==> src/rtl/board_grid_renderer.sv <==
// Two-stage pixel colour generator for an NxN board on the 640x480 VGA path.
// Define BOARD_SNAPSHOT_EN to latch board state once per frame; otherwise live inputs are rendered.
module board_grid_renderer #(
  parameter int unsigned GRID_N       = 3,
  parameter int unsigned ORIGIN_X     = 50,
  parameter int unsigned ORIGIN_Y     = 50,
  parameter int unsigned CELL_W       = 170,
  parameter int unsigned CELL_H       = 120,
  parameter int unsigned LINE_W       = 10,
  parameter int unsigned CURSOR_W     = 4,
  parameter int unsigned BLINK_FRAMES = 30,
  parameter int unsigned H_ACTIVE     = 640,
  parameter int unsigned V_ACTIVE     = 480
) (
  input  logic                                clk,
  input  logic                                rst_n,
  input  logic [9:0]                          pix_x,
  input  logic [9:0]                          pix_y,
  input  logic                                frame_start,
  input  logic [2:0]                          game_state,
  input  logic [GRID_N*GRID_N-1:0]            p1_cells,
  input  logic [GRID_N*GRID_N-1:0]            p2_cells,
  input  logic [$clog2(GRID_N*GRID_N)-1:0]    cursor_idx,
  input  logic                                cursor_valid,
  output logic [2:0]                          r,
  output logic [2:0]                          g,
  output logic [1:0]                          b
);

  localparam int unsigned NC      = GRID_N * GRID_N;
  localparam int unsigned IDXW    = $clog2(NC);
  localparam int unsigned PITCH_X = CELL_W + LINE_W;
  localparam int unsigned PITCH_Y = CELL_H + LINE_W;
  localparam int unsigned BOARD_W = GRID_N * CELL_W + (GRID_N - 1) * LINE_W;
  localparam int unsigned BOARD_H = GRID_N * CELL_H + (GRID_N - 1) * LINE_W;
  localparam int unsigned OFFW    = $clog2(((CELL_W > CELL_H) ? CELL_W : CELL_H) + 1);
  localparam int unsigned CNTW    = (BLINK_FRAMES > 1) ? $clog2(BLINK_FRAMES) : 1;

  typedef enum logic [1:0] {OFFSCREEN, BORDER, LINE, CELL} region_t;

  logic [NC-1:0]   srcP1, srcP2;
  logic [2:0]      srcState;
  logic [IDXW-1:0] srcCurIdx;
  logic            srcCurValid;

`ifdef BOARD_SNAPSHOT_EN
  logic [NC-1:0]   shP1, shP2;
  logic [2:0]      shState;
  logic [IDXW-1:0] shCurIdx;
  logic            shCurValid;

  always_ff @(posedge clk or negedge rst_n) begin
    if (!rst_n) begin
      shP1       <= '0;
      shP2       <= '0;
      shState    <= '0;
      shCurIdx   <= '0;
      shCurValid <= 1'b0;
    end else if (frame_start) begin
      shP1       <= p1_cells;
      shP2       <= p2_cells;
      shState    <= game_state;
      shCurIdx   <= cursor_idx;
      shCurValid <= cursor_valid;
    end
  end

  always_comb begin
    srcP1       = shP1;
    srcP2       = shP2;
    srcState    = shState;
    srcCurIdx   = shCurIdx;
    srcCurValid = shCurValid;
  end
`else
  always_comb begin
    srcP1       = p1_cells;
    srcP2       = p2_cells;
    srcState    = game_state;
    srcCurIdx   = cursor_idx;
    srcCurValid = cursor_valid;
  end
`endif

  logic [CNTW-1:0] blinkCnt;
  logic            blinkOn;

  always_ff @(posedge clk or negedge rst_n) begin
    if (!rst_n) begin
      blinkCnt <= '0;
      blinkOn  <= 1'b1;
    end else if (frame_start) begin
      if (blinkCnt == CNTW'(BLINK_FRAMES - 1)) begin
        blinkCnt <= '0;
        blinkOn  <= ~blinkOn;
      end else begin
        blinkCnt <= blinkCnt + 1'b1;
      end
    end
  end

  // Stage 1: per-column/per-row range compares replace division by the cell pitch.
  int unsigned     px, py, colSel, rowSel;
  logic            colHit, rowHit;
  logic [OFFW-1:0] offXn, offYn;
  logic [IDXW-1:0] cellIdxN;
  region_t         regionN;

  always_comb begin
    px     = 32'(pix_x);
    py     = 32'(pix_y);
    colHit = 1'b0;
    rowHit = 1'b0;
    colSel = 0;
    rowSel = 0;
    offXn  = '0;
    offYn  = '0;
    for (int unsigned c = 0; c < GRID_N; c++) begin
      if (px >= ORIGIN_X + c * PITCH_X && px < ORIGIN_X + c * PITCH_X + CELL_W) begin
        colHit = 1'b1;
        colSel = c;
        offXn  = OFFW'(px - (ORIGIN_X + c * PITCH_X));
      end
      if (py >= ORIGIN_Y + c * PITCH_Y && py < ORIGIN_Y + c * PITCH_Y + CELL_H) begin
        rowHit = 1'b1;
        rowSel = c;
        offYn  = OFFW'(py - (ORIGIN_Y + c * PITCH_Y));
      end
    end
    cellIdxN = IDXW'(rowSel * GRID_N + colSel);
    if (px >= H_ACTIVE || py >= V_ACTIVE)
      regionN = OFFSCREEN;
    else if (px < ORIGIN_X || px >= ORIGIN_X + BOARD_W || py < ORIGIN_Y || py >= ORIGIN_Y + BOARD_H)
      regionN = BORDER;
    else if (colHit && rowHit)
      regionN = CELL;
    else
      regionN = LINE;
  end

  region_t         regionQ;
  logic [OFFW-1:0] offXQ, offYQ;
  logic            p1Q, p2Q, curQ, blinkQ;
  logic [2:0]      stateQ;

  always_ff @(posedge clk or negedge rst_n) begin
    if (!rst_n) begin
      regionQ <= OFFSCREEN;
      offXQ   <= '0;
      offYQ   <= '0;
      p1Q     <= 1'b0;
      p2Q     <= 1'b0;
      curQ    <= 1'b0;
      blinkQ  <= 1'b1;
      stateQ  <= '0;
    end else begin
      regionQ <= regionN;
      offXQ   <= offXn;
      offYQ   <= offYn;
      p1Q     <= srcP1[cellIdxN];
      p2Q     <= srcP2[cellIdxN];
      curQ    <= srcCurValid && (32'(srcCurIdx) < NC) && (srcCurIdx == cellIdxN);
      blinkQ  <= blinkOn;
      stateQ  <= srcState;
    end
  end

  // Stage 2: colour mux.
  logic       onFrame;
  logic [7:0] rgbN;

  always_comb begin
    onFrame = (32'(offXQ) < CURSOR_W) || (32'(offYQ) < CURSOR_W) ||
              (32'(offXQ) >= CELL_W - CURSOR_W) || (32'(offYQ) >= CELL_H - CURSOR_W);
    rgbN = '0;
    case (regionQ)
      OFFSCREEN: rgbN = '0;
      BORDER: begin
        case (stateQ)
          3'd4:    rgbN = blinkQ ? 8'hE0 : 8'h00;
          3'd5:    rgbN = 8'hFC;
          default: rgbN = 8'hE0;
        endcase
      end
      LINE: rgbN = '1;
      CELL: begin
        if (curQ && (stateQ == 3'd0 || stateQ == 3'd1) && onFrame)
          rgbN = 8'hFC;
        else if (p1Q && p2Q)
          rgbN = 8'hE3;
        else if (p1Q)
          rgbN = (stateQ == 3'd2 && !blinkQ) ? 8'h00 : 8'h03;
        else if (p2Q)
          rgbN = (stateQ == 3'd3 && !blinkQ) ? 8'h00 : 8'h1C;
        else
          rgbN = '0;
      end
      default: rgbN = '0;
    endcase
  end

  always_ff @(posedge clk or negedge rst_n) begin
    if (!rst_n) begin
      r <= '0;
      g <= '0;
      b <= '0;
    end else begin
      {r, g, b} <= rgbN;
    end
  end

endmodule
==> config.mk <==
export PLATFORM = sky130hd
export DESIGN_NAME = board_grid_renderer
export DESIGN_NICKNAME = d
export VERILOG_FILES = /design/src/rtl/board_grid_renderer.sv
export SDC_FILE = /design/constraint.sdc
export NUM_CORES = 1
export LEC_CHECK = 0
export CORE_MARGIN = 5
export CORE_UTILIZATION = 53
export CTS_BUF_LIST = sky130_fd_sc_hd__clkbuf_2 sky130_fd_sc_hd__clkbuf_4 sky130_fd_sc_hd__clkbuf_8
export DETAILED_ROUTE_END_ITERATION = 8
export PLACE_DENSITY = 0.91
export SYNTH_ARGS = -nofsm -noshare
export SYNTH_HDL_FRONTEND = slang
export SYNTH_SLANG_ARGS = --single-unit
==> constraint.sdc <==
create_clock -name clk -period 2.77 [get_ports clk]
set_input_delay 0.6925 -clock clk [delete_from_list [all_inputs] [get_ports clk]]
set_output_delay 0.6925 -clock clk [all_outputs]
set_load 0.02 [all_outputs]
# Word-level counts from Yosys, hierarchy flattened
# Cells that the tools add are included.
[classes]
addsub = 8
mul = 1
magnitude_cmp = 24
eq_ne = 10
muxes = 33
bitwise_logic = 1
reduce_logical = 26
[ops]
columns = ["operator", "count"]
rows = [
  ["$mux W8", 9],
  ["$ge A10 B9 Y1 const B", 4],
  ["$mul A32 B2 Y4 const B", 1],
  ["$mux W32", 1],
  ["$pmux W8 S4", 1],
  ["$lt A10 B9 Y1 const B", 3],
  ["$sub A8 B6 Y8 const B", 3],
  ["$sub A8 B8 Y8 const B", 3],
  ["$ge A10 B10 Y1 const B", 2],
  ["$ge A10 B6 Y1 const B", 2],
  ["$ge A10 B8 Y1 const B", 2],
  ["$lt A10 B6 Y1 const B", 2],
  ["$lt A10 B8 Y1 const B", 2],
  ["$mux W5", 4],
  ["$lt A8 B3 Y1 const B", 2],
  ["$pmux W8 S2", 1],
  ["$logic_and A1 B1 Y1", 14],
  ["$mux W1", 11],
  ["$lt A10 B10 Y1 const B", 1],
  ["$bmux W1 S4", 2],
  ["$ge A8 B7 Y1 const B", 1],
  ["$ge A8 B8 Y1 const B", 1],
  ["$logic_or A1 B1 Y1", 8],
  ["$eq A3 B2 Y1 const B", 2],
  ["other kinds (17)", 21],
]
[totals]
ff_bits = 39
in_bits = 49
output_inout_bits = 8
wordCells = 116

# Depth between registers and ports, before layout
[depth]
depth_word = 9
mapped_depth = 16
depth_no_buf = 15

# Least setup slack after synthesis
# No wires, ideal clock.
[synth_path]
path_kind = "input -> register"
from = "input pix_y[7]"
to = "register p1Q"
setup_time_ns = 0.121
t_arrival_ns = 3.375
required_time_ns = 2.649
slack_ns = -0.726
path_stages = 12
n_path_buf = 2
path_cell_list = "buf_2 -> or2_4 -> a221o_1 -> o21ai_1 -> buf_4 -> nand2_2 -> ha_1 -> ha_1 -> inv_1 -> fa_1 -> mux2_2 -> a22o_1"
[synth_via]
elab_chain_len = 8
word_cells_on_any_way = 12
cone_classes = "add/sub (1); mul (1); order compare (4); mux (4); reduce/logical (2)"
[synth_rtl]
columns = ["item", "line", "source"]
rows = [
  ["start, declared", "18", "input logic [9:0] pix_y,"],
  ["$ge A10 B8 Y1 / $lt A10 B9 Y1 (equally long branches)", "124", "if (py >= ORIGIN_Y + c * PITCH_Y && py < ORIGIN_Y + c * PITCH_Y + CELL_H) begin"],
  ["$logic_and A1 B1 Y1", "124", ""],
  ["$mux W1", "124", ""],
  ["$mux W32 (*)", "124", ""],
  ["$mul A32 B2 Y4 (*)", "130", "cellIdxN = IDXW'(rowSel * GRID_N + colSel);"],
  ["$add A4 B4 Y4 (*)", "130", ""],
  ["$bmux W1 S4 (*)", "160", "p1Q <= srcP1[cellIdxN];"],
  ["$mux W1 (implied by the code) (*)", "160", ""],
  ["end signal, assigned", "160", ""],
  ["end, declared", "143", "logic p1Q, p2Q, curQ, blinkQ;"],
]
# Every way passes the cells marked *; elsewhere a longest branch is shown, timed or not. The select of a mux whose other input is x is not followed.
# A chain may end at the register's enable or synchronous reset.

# Final worst setup path
[layout_path]
from = "input pix_y[2]"
to = "register p1Q"
# The elaborated chain is that of the path after synthesis.

==> impl_metrics.tcl <==
set metrics [dict create \
    drc 0 \
    whs_endpoint "blinkQ" \
    numPortBuffers 56 \
    cts_tree "done" \
    crit_required_ns 2.94 \
    cpMaxStageDelayCell "fa_2" \
    syn2layout_area_growth_pct 57.1 \
    yosys.area_share.adder 0.0874 \
    drt_iter0_drc 279 \
    start_util 0.556 \
    syn_nets 379 \
    skew_ns 0.00115 \
    hold_depth 0 \
    relSlewSlack 0.655 \
    antenna_cells 0 \
    synth_top_area_cell "dfrtp_1" \
    placed_cell_area_mm2 0.00376 \
    drtAntennaViolNets 0 \
    reg2regPathDepth 6 \
    synth_area_leaders "dfrtp_1, ha_1, nand2_1" \
    cts_buffers 5 \
    final_nets 509 \
    crit_type "input pin to flop" \
    period_share 1.12 \
    cp-start-kind "input pin" \
    powerDensity_mw_per_mm2 416 \
    grt_pass1_vias 3304 \
    hold_viol 0 \
    finalPower_mw 1.74 \
    hold_path.startpoint "blinkOn" \
    drv_slew 0 \
    drive_gt1_frac 0.368 \
    tightest_slew_ns 0.511 \
    synth_top_family_by_area "compound AO/OA/AOI/OAI gates" \
    synth_cell_type_count 73 \
    post-route-cell-area_mm2 0.00418 \
    arrival_ns 3.29 \
    finalCriticalPeriod_ns 3.11 \
    synth_xor_area_frac 0.0263 \
    fill_cells 226 \
    clockRootBuffer "clkbuf_8" \
    vias_per_cell 6.45 \
    cts_hold_buf 0 \
    clock_latency_ns 0.29 \
    multiInputGateArea_mm2 0.00191 \
    final_util 0.874 \
    yosysSeqAreaShare 0.292 \
    synth_warnings 0 \
    r2r-end "r[1]" \
    synth_most_common_cell "dfrtp_1" \
    synth-main-ff-cell "dfrtp_1" \
    rsz0062_at_grt "true" \
    ys_ff_latch 31 \
    synth_edf_count 0 \
    antenna_found_initial 0 \
    synth_common_cells "dfrtp_1, nand2_1, inv_1, nor2_1, a21oi_1" \
    final_cells 510 \
    violations "setup timing" \
    status "complete, but fails checks" \
    min_path_type "flop to flop" \
    drt_wl_total_um 10300 \
    seqCellArea_um2 778 \
    drv_cap 0 \
    placementRows 25 \
    cts_htree_levels 2 \
    crit_path_end_kind "flop" \
    p_leak_nw 1.84 \
    synthSimpleGateAreaFrac 0.214 \
    grt_max_degree 32 \
    firstDrtPassIters 5 \
    wl_per_cell_um 20.3 \
    crit_top_cell "ha_4" \
    pin_count 57 \
    synthArstFlopShare 1.00 \
    max_freq_ghz 0.321 \
    finalSetupViolCount 3 \
    dpl.hpwl_um 6540 \
    yosysTopAreaCellShare 0.273 \
    grt_pass1_wl_um 15000 \
    grtUsageTotal 0.299 \
    via_count 3288 \
    gp_congestion 0.926 \
    critical_path.max_fanout 6 \
    synth_compound_area_frac 0.263 \
    cpPeakStageDelay_ns 0.59 \
    max-vdd-ir-drop_v 0.000372 \
    die_area_mm2 0.00654 \
    regToRegStartpoint "offYQ[6]" \
    placed_cells 483 \
    timing.final.ws_setup_ns -0.341 \
    synthCells 312 \
    synth_mux_area_frac 0.0461 \
    gr-total-overflow 0 \
    core_area_mm2 0.00479 \
    avgSynthCellArea_um2 8.53 \
    cts.sinks 31 \
    path_clk_slew_ns 0.06 \
    r2r_slack_ns 0.59 \
    clk_path_buf_depth 2 \
    die_h_um 80.9 \
    syn-cell-area_mm2 0.00266 \
    path_cells "buf_8 > buf_6 > ha_1 > o21ai_1 > nand4bb_1 > o21a_2 > inv_1 > ha_4 > ha_4 > inv_2 > fa_2 > mux2_4 > a22o_1" \
    dieWidth_um 80.9 \
]
==> state kept, by name, summed over array words and instances (netlist names) <==
name / cells
g: 1
offYQ: 6
stateQ: 3
p1Q: 1
blinkQ: 1
blinkCnt: 5
b: 1
regionQ: 2
p2Q: 1
curQ: 1
offXQ: 7
blinkOn: 1
r: 1
==> final cells by class <==
| cell class | instances | area share |
|---|---|---|
| sequential | 31 | 0.186 |
| clock buffer | 6 | 0.0197 |
| clock inverter | 2 | 0.00838 |
| timing repair buffer | 145 | 0.290 |
| tap | 67 | 0.0200 |
| inverter | 21 | 0.0194 |
| multi-input combinational | 238 | 0.456 |
==> through the flow <==
step	setup slack [ns]	hold slack, ns	setup TNS [ns]
floorplan	-0.627	0.360	-1.72
global placement	-0.949	0.362	-4.78
detailed placement	-1.13	0.365	-6.63
CTS	-0.260	0.376	-0.720
global route	-0.390	0.397	-1.23
finish	-0.341	0.394	-0.968
==> cells by family after synthesis <==
family          count (synthesis)
simple gates                  105
compound gates                100
buf+inv                        43
flops                          31
fa+ha+maj                      18
xor+xnor                        8
mux                             7
==> metal layers <==
metal  vias to the layer above  track usage  routed length (um)
li1                       1421            -                   -
met1                      1534        0.299                3430
met2                       260        0.556                5350
met3                        73       0.0665                 879
met4                         0        0.186                 672
met5                         -            0                   0
==> cells in the final DEF, fill, tap and decap left out, types with 3 or more instances in the layout <==
cell	n
clkdlybuf4s50_1	36
nand4_1	3
a21oi_2	5
ha_4	6
a221oi_1	4
buf_4	85
nor2b_1	4
clkbuf_8	6
buf_2	6
nor3_1	7
xnor2_1	6
o21ai_1	9
and2_1	4
ha_1	11
inv_2	4
inv_1	16
or4_1	4
dlygate4sd2_1	5
nand2_1	25
buf_6	8
nor2_1	18
o2111ai_1	3
o22ai_1	4
nand2b_1	5
mux4_2	4
o21ai_0	15
dfrtp_1	29
nand3_1	6
a21oi_1	15
==> how the worst max path moves through the flow <==
stage / startpoint / end / cells past startpoint / slack [ns]
after floorplan: pix_y[7] / p1Q / 12 / -0.63
after global placement: pix_x[2] / p2Q / 14 / -0.95
after detailed placement: pix_x[2] / p1Q / 15 / -1.13
after CTS: pix_x[3] / p1Q / 12 / -0.26
after global routing: pix_y[2] / p1Q / 13 / -0.39
final: pix_y[2] / p1Q / 13 / -0.34
==> critical path: cells and delay by family <==
kind                       cells  cell delay, ns
adders and majority gates      4            1.10
AOI/OAI and AO/OA              3            0.61
buffers and inverters          4            0.39
muxes                          1            0.31
and+or+nand+nor                1            0.16
==> repair_timing <==
| action | CTS | global route |
|---|---|---|
| resized for setup | 100 | 16 |
| endpoints found under the setup margin | 10 | 5 |
| setup buffers | 18 | 4 |
| pin swaps | 21 | 18 |
==> where the power goes <==
| group | internal, mW | switching (mW) | total [mW] |
|---|---|---|---|
| Clock | 0.291 | 0.168 | 0.459 |
| Sequential | 0.536 | 0.0675 | 0.604 |
| Combinational | 0.350 | 0.328 | 0.678 |
| Total | 1.18 | 0.563 | 1.74 |
(Power assumes the default switching activity.)
==> patch 1: new RTL, config.mk and constraints unchanged <==
Change the parameter `GRID_N` from 3 to 2.
--- a/src/rtl/board_grid_renderer.sv
+++ b/src/rtl/board_grid_renderer.sv
@@ -2,5 +2,5 @@
 // Define BOARD_SNAPSHOT_EN to latch board state once per frame; otherwise live inputs are rendered.
 module board_grid_renderer #(
-  parameter int unsigned GRID_N       = 3,
+  parameter int unsigned GRID_N       = 2,
   parameter int unsigned ORIGIN_X     = 50,
   parameter int unsigned ORIGIN_Y     = 50,
Ports: changed (resized cursor_idx, p1_cells and p2_cells); port bits go from 57 to 45. The function was not compared with the original's and may differ.
==> patch 1 against the original RTL <==
- power is 26% lower
- sequential cell count unchanged
- sequential share of layout area rose by 8.4 points
- routed wire length decreased by 51%
- design area down 31%
- area after synthesis fell by 17%
- sequential power fell by 4.6%
- clock power shrank 24%
- critical path depth is 4 lower
- setup slack gained 540 ps
- critical path type unchanged
- critical endpoint is now offYQ[6]
==> patch 1: results <==
[final_layout]
layout-drive-gt1-share_pct = 17.7
fill_cells = 319
nets = 342

[timing]
finalClockSkew_ps = 5.53
worst_slew_margin_rel_pct = 70.4

[pwr]
intPower_uw = 913
p_leak_nw = 1.24
irDropWorstVdd_mv = 0.200

[logic_synthesis]
yosys-top-cells-count = dfrtp_1 (29), nand2_1 (18), inv_1 (17), o21ai_0 (15)
synthTopCellsByArea = dfrtp_1 (33%), ha_1 (6.8%), mux2i_1 (3.6%), o21ai_0 (3.4%), nand2_1 (3.1%)
ys_types = 60
synth_nets = 280
seq_area_frac_synth_pct = 35.4
ys_async_sr_fraction_pct = 100

[placement]
place_congestion = 0.948
port_buffers = 44
placedInstanceArea_um2 = 2790
dp_hpwl_um = 4050

[cts]
worstSkewPairLatency_ps = 270
postCtsSetupBuffers = 0
cts_resized = 0

[drt]
firstDrtPassIters = 4
drt_iter0_markers = 153
wl_per_cell_um = 14.7
viasPerCell = 5.84

[critical_path]
cp_data_arrival_time_ps = 2710
cp_max_fo = 5
crit_slowest_cell = clkdlybuf4s50_1
max_stage_delay_ps = 430
crit_family = compound AO/OA/AOI/OAI gates

[global_routing]
grt_usage_pct = 19.5
grt_pass1_vias = 1922
grt_pass1_wl_um = 8300

[outcome]
outcome = complete, no violations
patch 1: cell types whose count changed after synthesis, moves of 5 or more:
cell / change
a21oi_1: -11
nand2_1: -9
o21ai_1: -9
clkbuf_1: -8
mux2i_1: +7
nor2_1: -7
a221oi_1: -6
and2_1: -6
ha_1: -5
nor3_1: -5
patch 1: layer usage:
| layer | vias to the layer above | global-route usage [%] | part of all wire (%) | wire (µm) |
|---|---|---|---|---|
| met5 | - | 0 | 0 | 0 |
| met4 | 0 | 8.89 | 1.5 | 76 |
| met3 | 5 | 2.84 | 5.4 | 274 |
| met2 | 69 | 33.1 | 49 | 2500 |
| met1 | 954 | 24.4 | 44 | 2210 |
| li1 | 981 | - | - | - |
patch 1: area by class of cell:
| type | instances | share of cell area [%] |
|---|---|---|
| Multi-Input combinational cell | 166 | 42.9 |
| Sequential cell | 31 | 27.0 |
| Timing Repair Buffer | 72 | 22.6 |
| Clock buffer | 8 | 3.17 |
| Inverter | 17 | 2.21 |
| Tap cell | 50 | 2.17 |
patch 1: path summary, 6_finish.rpt:
| check | from | end | slack (ps) | depth (start not counted) |
|---|---|---|---|---|
| setup / recovery | pix_y[2] | offYQ[6] | 200 | 9 |
| hold / removal | blinkOn | blinkQ | 380 | 0 |
| setup reg to reg | offXQ[1] | g[1] | 1020 | 5 |
| hold reg to reg | blinkOn | blinkQ | 380 | 0 |
| max in group asynchronous | rst_n | blinkQ | 1660 | 2 |
| min in group asynchronous | rst_n | blinkCnt[3] | 800 | 2 |
patch 1: cell families after synthesis:
family / share of synthesized area, %
buffers and inverters: 8.41
multiplexers: 3.64
AO/OA/AOI/OAI: 28.1
flip-flops: 35.4
AND/OR/NAND/NOR: 15.2
XOR/XNOR: 2.39
adder cells (fa/ha/maj): 6.82
patch 1: per-stage QoR:
step / worst slack, ps / hold slack [ps] / cells / util (%)
3_5_place_dp: -78.7 / 368 / 336 / 69.8
2_1_floorplan: 513 / 360 / 231 / -
6_report: 200 / 376 / 344 / 72.1
5_1_grt: 70.5 / 383 / 344 / 72.1
4_1_cts: 202 / 377 / 344 / 72.1
3_3_place_gp: 15.2 / 364 / 336 / 69.8
patch 1: power groups by stage:
stage	Combinational, mW	Sequential [mW]	Clock, mW
after floorplan	0.212	0.570	0
after global placement	0.349	0.575	0
after detailed placement	0.359	0.580	0
after CTS	0.364	0.575	0.355
after global routing	0.401	0.586	0.371
final	0.363	0.576	0.349
==> patch 2: new RTL, config.mk and constraints unchanged <==
Without the edit above. Add an input register stage for `pix_x` and `pix_y`, cleared by the reset; this delays them by one clock. The other inputs are not delayed to match.
--- a/src/rtl/board_grid_renderer.sv
+++ b/src/rtl/board_grid_renderer.sv
@@ -39,4 +39,17 @@
   typedef enum logic [1:0] {OFFSCREEN, BORDER, LINE, CELL} region_t;
 
+  logic [9:0] pix_x_q;
+  logic [9:0] pix_y_q;
+
+  always_ff @(posedge clk or negedge rst_n) begin
+    if (!rst_n) begin
+      pix_x_q <= '0;
+      pix_y_q <= '0;
+    end else begin
+      pix_x_q <= pix_x;
+      pix_y_q <= pix_y;
+    end
+  end
+
   logic [NC-1:0]   srcP1, srcP2;
   logic [2:0]      srcState;
@@ -108,6 +121,6 @@
 
   always_comb begin
-    px     = 32'(pix_x);
-    py     = 32'(pix_y);
+    px     = 32'(pix_x_q);
+    py     = 32'(pix_y_q);
     colHit = 1'b0;
     rowHit = 1'b0;
Formal check against the unedited RTL: not equivalent (a bounded check fails within 4 cycles, from zero or initial values and one cycle with rst_n low).
==> patch 2 against the original RTL <==
- the flow still finishes with violations (setup timing)
- design area grew 4.3%
- first-iteration DRC count shrank 33%
- routed wire length shrank 23%
- setup slack gained 120 ps
- clock power grew 17%
- register-to-register slack lost 810 ps
- highest routed layer unchanged
- via count shrank 11%
- sequential cell count grew 20
- sequential power grew 55%
- power grew 19%
- area after synthesis grew 18%
- critical endpoint is now curQ
==> patch 2: results <==
[drt]
viasPerCell = 5.73
wl_um = 7960

[logic_synthesis]
synthTopCellsByArea = dfrtp_1 (39%), ha_1 (6.7%), nand2_1 (4.0%), o21ai_0 (3.6%), nor2_1 (3.0%)
seq_area_frac_synth_pct = 40.5
synth.mux.area_fraction_pct = 3.49
synth_nets = 403
yosys-top-cells-count = dfrtp_1 (49), nand2_1 (34), nor2_1 (25), o21ai_0 (23)
synth-xor-area-share_pct = 4.17
synth_adder_area_share_pct = 7.38

[placement]
place_congestion = 0.902
placed_cells = 503
dp_hpwl_um = 6130
pre_cts_ws_ps = -293

[final_layout]
fill_cells = 411

[timing]
worst_slack_ps = -225
finalClockSkew_ps = 13.2
setup_viol = 1
fin_tns_setup_ps = -225

[critical_path]
max_stage_delay_ps = 470
crit_slowest_cell = or4bb_1
cp_max_fo = 4

[pwr]
irDropWorstVdd_mv = 0.313
intPower_mw = 1.45

[outcome]
outcome = finished with violations
violations = setup timing

[global_routing]
grt_pass1_wl_um = 13300
grt_pass1_vias = 3017

[cts]
path_clk_slew_ps = 100
patch 2: changes by cell type after synthesis, sizes merged, moves of 5 or more:
cell,delta
inv,-5
xor2,+7
nand2,+6
dfrtp,+20
and2,-5
nor2,+6
patch 2: what timing repair did:
action	CTS	global route
gates resized for setup	4	8
endpoints found under the setup margin	3	3
buffers inserted	1	0
patch 2: final cells by class:
type	count	share of cell area (%)
multi-input combinational	244	40.8
sequential	51	29.4
timing repair buffer	118	23.5
tap	75	2.15
clock buffer	5	1.58
inverter	16	1.43
clock inverter	3	1.09
patch 2: power groups by stage:
stage                     logic [mW]  clock network, mW  registers (mW)
after CTS                      0.590              0.544           0.934
after global routing           0.654              0.577           0.952
final                          0.596              0.538           0.936
after floorplan                0.347                  0           0.932
after global placement         0.560                  0           0.940
after detailed placement       0.580                  0           0.948
patch 2: final timing paths:
path | slack [ps] | to | cells past startpoint
hold / removal | 380 | blinkQ | 0
hold reg to reg | 380 | blinkQ | 0
setup reg to reg | -220 | curQ | 14
setup / recovery | -220 | curQ | 14
max in group asynchronous | 1610 | g[1] | 2
min in group asynchronous | 500 | offYQ[7] | 1
patch 2: per-layer routing:
| layer | vias up | GRT usage [%] | part of all wire (%) |
|---|---|---|---|
| li1 | 1413 | - | - |
| met1 | 1374 | 27.2 | 42 |
| met2 | 135 | 38.1 | 49 |
| met3 | 12 | 4.26 | 8.4 |
| met4 | 0 | 8.09 | 1.4 |
| met5 | - | 0 | 0 |
patch 2: kinds of logic after synthesis:
kind of cell / count (synthesis)
AOI/OAI and AO/OA: 101
xor gates and xnor gates: 15
adders and majority gates: 18
buffers and inverters: 41
DFF: 51
muxes: 6
and+or+nand+nor: 104
patch 2: worst register-to-register path, cell delays in order (launching register included):
cell      delay (ps)
dfrtp_2          430
buf_4            150
buf_4            150
a21o_1           170
o211ai_1         230
a21oi_2          100
inv_2             90
nand2_4           60
ha_4             240
ha_4             150
inv_2             50
fa_2             430
or4bb_1          470
o21ai_1           70
and3_1           140
